$ cat config.mk
export PLATFORM = sky130hd
export DESIGN_NAME = seq_divider16
export DESIGN_NICKNAME = d
export VERILOG_FILES = /design/src/rtl/seq_divider16_pkg.sv /design/src/rtl/seq_divider16_div_step.sv /design/src/rtl/seq_divider16.sv
export SDC_FILE = /design/constraint.sdc
export NUM_CORES = 1
export LEC_CHECK = 0
export ABC_AREA = 1
export BUFFER_PORTS_ARGS = -buffer_cell sky130_fd_sc_hd__buf_2
export CORE_MARGIN = 2
export CORE_UTILIZATION = 25
export CTS_CLUSTER_SIZE = 30
export DETAILED_ROUTE_END_ITERATION = 8
export GPL_TIMING_DRIVEN = 0
export PLACE_DENSITY = 0.43
export REMOVE_ABC_BUFFERS = 1
export SLEW_MARGIN = 25
export SYNTH_ARGS = -nofsm -noshare
export SYNTH_HDL_FRONTEND = slang
export SYNTH_SLANG_ARGS = --single-unit
$ cat constraint.sdc
create_clock -name clk -period 2.3 [get_ports clk]
set_input_delay 0.46 -clock clk [delete_from_list [all_inputs] [get_ports clk]]
set_output_delay 0.46 -clock clk [all_outputs]
set_load 0.005 [all_outputs]
$ cat src/rtl/seq_divider16_pkg.sv
// Shared definitions for the sequential restoring divider.
// Latency: n/a (types and constants only).
// Backpressure: n/a.
package seq_divider16_pkg;

  // Divider FSM encoding; value 2'd3 is unused and recovers to IDLE.
  typedef enum logic [1:0] {
    IDLE = 2'd0,
    RUN  = 2'd1,
    DONE = 2'd2
  } div_state_t;

  localparam int DIV_WIDTH = 16;

  // Width of the iteration counter: must hold the value WIDTH itself.
  function automatic int div_cnt_w(input int width);
    return $clog2(width) + 1;
  endfunction

endpackage

$ cat src/rtl/seq_divider16_div_step.sv
// One combinational restoring-division iteration (shift in next dividend bit, trial subtract).
// Latency: combinational.
// Backpressure: none.
// Ports: rem (partial remainder), q_msb (next dividend bit), dvsr (divisor)
//        -> rem_next (updated partial remainder), q_bit (quotient bit produced).
module div_step
  import seq_divider16_pkg::*;
#(
  parameter int WIDTH = DIV_WIDTH
) (
  input  logic [WIDTH-1:0] rem,
  input  logic             q_msb,
  input  logic [WIDTH-1:0] dvsr,
  output logic [WIDTH-1:0] rem_next,
  output logic             q_bit
);

  logic [WIDTH:0] shifted;
  logic [WIDTH:0] trial;

  assign shifted = {rem, q_msb};
  assign trial   = shifted - {1'b0, dvsr};

  // The partial remainder is always below the divisor, so both the kept
  // difference and the restored value fit in WIDTH bits; trial's MSB is the borrow.
  assign q_bit    = ~trial[WIDTH];
  assign rem_next = trial[WIDTH] ? shifted[WIDTH-1:0] : trial[WIDTH-1:0];

endmodule

$ cat src/rtl/seq_divider16.sv
// Multi-cycle unsigned restoring divider with valid/ready input and output handshakes.
// Latency: WIDTH+1 edges from accept to out_valid (1 edge for a zero divisor).
// Backpressure: result held in DONE until out_ready; no new input accepted until back in IDLE.
// Ports: clk, rst (async active-high); in_valid/in_ready with dividend, divisor;
//        out_valid/out_ready with quotient, remainder, div_by_zero; busy = RUN or DONE.
module seq_divider16
  import seq_divider16_pkg::*;
#(
  parameter int WIDTH = DIV_WIDTH
) (
  input  logic             clk,
  input  logic             rst,
  input  logic             in_valid,
  output logic             in_ready,
  input  logic [WIDTH-1:0] dividend,
  input  logic [WIDTH-1:0] divisor,
  output logic             out_valid,
  input  logic             out_ready,
  output logic [WIDTH-1:0] quotient,
  output logic [WIDTH-1:0] remainder,
  output logic             div_by_zero,
  output logic             busy
);

  localparam int CW = div_cnt_w(WIDTH);

  div_state_t       state, state_nxt;
  logic [CW-1:0]    count;
  logic [WIDTH-1:0] q;     // dividend shifts out of the top while quotient bits enter below
  logic [WIDTH-1:0] rem;
  logic [WIDTH-1:0] dvsr;
  logic             dbz;
  logic [WIDTH-1:0] rem_next;
  logic             q_bit;
  logic             accept;

  assign accept = in_valid && (state == IDLE);

  div_step #(.WIDTH(WIDTH)) u_step (
    .rem      (rem),
    .q_msb    (q[WIDTH-1]),
    .dvsr     (dvsr),
    .rem_next (rem_next),
    .q_bit    (q_bit)
  );

  // State register
  always_ff @(posedge clk or posedge rst) begin
    if (rst) state <= IDLE;
    else     state <= state_nxt;
  end

  // Next-state logic
  always_comb begin
    state_nxt = state;
    case (state)
      IDLE: if (in_valid) state_nxt = (divisor == '0) ? DONE : RUN;
      RUN:  if (count == CW'(1)) state_nxt = DONE;
      DONE: if (out_ready) state_nxt = IDLE;
      default: state_nxt = IDLE;
    endcase
  end

  // Outputs decoded from state
  always_comb begin
    in_ready  = 1'b0;
    out_valid = 1'b0;
    busy      = 1'b0;
    case (state)
      IDLE: in_ready = 1'b1;
      RUN:  busy = 1'b1;
      DONE: begin
        out_valid = 1'b1;
        busy      = 1'b1;
      end
      default: in_ready = 1'b0;
    endcase
  end

  // Operand/result datapath; registers only change on accept or during RUN,
  // so the last result stays put through DONE and the following IDLE.
  always_ff @(posedge clk or posedge rst) begin
    if (rst) begin
      count <= '0;
      q     <= '0;
      rem   <= '0;
      dvsr  <= '0;
      dbz   <= 1'b0;
    end else if (accept) begin
      if (divisor == '0) begin
        q   <= '1;
        rem <= dividend;
        dbz <= 1'b1;
      end else begin
        q     <= dividend;
        rem   <= '0;
        dvsr  <= divisor;
        dbz   <= 1'b0;
        count <= CW'(WIDTH);
      end
    end else if (state == RUN) begin
      q     <= {q[WIDTH-2:0], q_bit};
      rem   <= rem_next;
      count <= count - CW'(1);
    end
  end

  assign quotient    = q;
  assign remainder   = rem;
  assign div_by_zero = dbz;

endmodule
==> metrics.md <==
| Metric | Value |
|---|---|
| Clock Sinks | `56` |
| # rows | `46` |
| Synth Instances | `588` |
| Total track usage | `0.141` |
| Startpoint types | `register` |
| Worst skew pair latency | `310 ps` |
| GRT Residual Overflow | `0` |
| H-tree Lvls | `2` |
| Power consumption | `7.21 mW` |
| Layout fillers | `1743` |
| WP data required | `2540 ps` |
| Final #Nets | `713` |
| Outcome | `complete, but fails checks` |
| Clock Path Buffers | `2` |
| Slew Limit Headroom | `0.456` |
| Max Clock Skew | `10.9 ps` |
| Die width | `130 um` |
| DRC violations left | `0` |
| Count of pins over their slew limit | `0` |
| CTS tree | `built` |
| Initial antenna violation count | `0` |
| Clk root buf | `clkbuf_16` |
| Max Cap Viol | `0` |
| FFs w/ async S/R, synth | `1.00` |
| Layout area overhead | `22.0%` |
| Largest net degree at the start of global routing | `43` |
| Distinct cells, synth | `39` |
| RSZ-0062 raised after global routing | `true` |
| Tcrit/Tclk final | `1.02` |
| CTS Buf Count | `5` |
| Die height | `around 130 um` |
| Slew @ Worst Pin | `815 ps` |
| Total number of vias | `3724` |
| R2R depth | `9` |
| Synthesized area | `3970 um^2` |
| Fin crit period | `2350 ps` |
| Global-route wire length before repair | `18.7 mm` |
| Number of synthesized flops with an enable pin | `0` |
| Clock transition at path regs | `80 ps` |
| Number of synthesized register bits | `56` |
| DR WL/cell | `13.2 um` |
| Die area | `between 15000 and 20000 um^2` |
| Kind of critical path | `register to register` |
| I/O pin total | `between 70 and 80` |
| Layout cells sized above 1 | `0.172` |
| Via/cell ratio | `around 4.3` |
| Cell Area, Placed | `4580 um^2` |
| Worst hold path class | `primary input to asynchronous set/reset pin` |
| Antenna violation net count after detailed routing | `0` |
| Port buffer count | `71` |
| Final hold viol count | `0` |
| Main synth FF type | `dfrtp_1` |
| Placer Congestion | `0.808` |
| Post-synthesis sequential area ratio | `0.353` |
| Post-route cell area | `about 4800 um^2` |
| Synth warn | `0` |
| Cts hold-fix bufs | `0` |
| DPL Wire Length | `roughly 9 mm` |
| Drt first pass iters | `4` |
| Worst setup margin | `-49.8 ps` |
| Ant. Diodes | `0` |
| PD cells | `1490 nW/um^2` |
| Core ar. | `15700 um^2` |
| Leakage power | `approximately 2.7 nW` |
| CP endpoint kind | `register` |
| Final Util | `0.308` |
| Final setup violating endpoints | `5` |
| Max Fclk | `0.426 GHz` |
| WL final | `11.5 mm` |
| Failing checks | `negative setup slack` |
| Peak supply drop | `0.596 mV` |
| Number of global-route vias before repair | `approximately 3.7k` |
| DR iter-0 viols | `145` |
| Critical Path Fanout Max | `37` |
| WP data arrival | `2590 ps` |
| Avg Inst Size Synth | `between 6 and 7 um^2` |
| Setup TNS | `-125 ps` |
| Initial core utilization | `0.253` |
==> cell families after synthesis <==
group           share of synthesized area
flops                               0.353
simple gates                        0.284
compound gates                      0.126
fa+ha+maj                          0.0713
buf+inv                             0.150
xor+xnor                           0.0155
==> cells in the mapped netlist (3+ instances only) <==
master	n	area [um^2]
buf_2	5	25.0
clkbuf_1	6	22.5
xor2_1	5	43.8
nand2_2	10	62.6
a21oi_1	11	55.1
nand3_1	44	220
o21ai_0	52	260
nand4_1	9	56.3
ha_1	21	263
nor2_2	3	18.8
buf_1	3	11.3
inv_1	133	499
o22ai_1	16	100
dfrtp_1	56	1400
nand2_1	167	627
nor2_1	18	67.6
==> layer usage <==
metal / routed length [um] / vias up / global-route usage
met5: 0 / - / 0
met4: 146 / 0 / 0.0361
met3: 378 / 9 / 0.0193
met2: 5350 / 64 / 0.233
met1: 5630 / 1676 / 0.194
li1: - / 1975 / -
==> sequential cells by signal, indices dropped and copies added, names as in the netlist <==
signal	cells
div_by_zero	1
dvsr	16
quotient	16
remainder	16
count	5
state	2
==> through the flow <==
step           setup slack, ps  hold slack [ps]  cells
2_1_floorplan             -331              453    571
3_3_place_gp             -1360              474    858
3_5_place_dp              -293              424    861
4_1_cts                  -95.4             93.0    870
5_1_grt                   -257              103    872
6_report                 -49.8             86.6    872
==> path summary, 6_finish.rpt <==
kind	slack [ps]	end	from
max	-50	count[4]	state[0]
min	90	quotient[12]	rst
max reg2reg	-50	count[4]	state[0]
min reg2reg	490	div_by_zero	div_by_zero
max in group asynchronous	1710	dvsr[1]	rst
min in group clk	430	dvsr[9]	divisor[9]
==> worst max-delay path, stage by stage, from the launching register on <==
cell	delay, ps
dfrtp_1	390
inv_1	70
ha_1	240
nand2_1	130
inv_4	160
nor2_2	670
inv_1	220
nand2_1	230
nor2_1	60
a21oi_1	110
==> repair_timing <==
action                     4_1_cts  5_1_grt
buffers inserted                 0        1
pin swaps                        1        0
gates cloned                     1        1
resized for setup                5       10
setup endpoints to repair       43       37
==> area by class of cell <==
type,count,area (um^2),area share
multi-input cells,382,2080,0.429
flip-flops and latches,56,1400,0.290
inverters,135,515,0.107
well taps,216,270,0.0558
clock buffers,5,125,0.0259
clock inverters,3,22.5,0.00465
repair buffers,75,429,0.0887
==> power breakdown <==
group	leakage (nW)	total [mW]	switching (mW)	internal [mW]
clock network	0.0742	0.815	0.405	0.410
logic	1.92	4.65	2.95	1.70
registers	0.718	1.74	0.335	1.41
total	2.71	7.21	3.69	3.52
==> cells in the final DEF, fill, tap and decap left out, types with 2 or more instances in the layout <==
cell / n
nand4_1: 9
o22ai_1: 16
buf_2: 71
inv_1: 131
a21oi_1: 11
nor3_1: 2
buf_16: 2
ha_1: 20
nand2_2: 9
nand2_8: 4
xor2_1: 5
nor2_2: 4
nand3_1: 43
and3_1: 2
nand2_1: 165
xnor2_1: 2
dfrtp_1: 56
nand2_4: 3
o21ai_0: 52
clkbuf_16: 5
nor2_1: 17
inv_4: 2
Power figures use the tool's default switching activity.
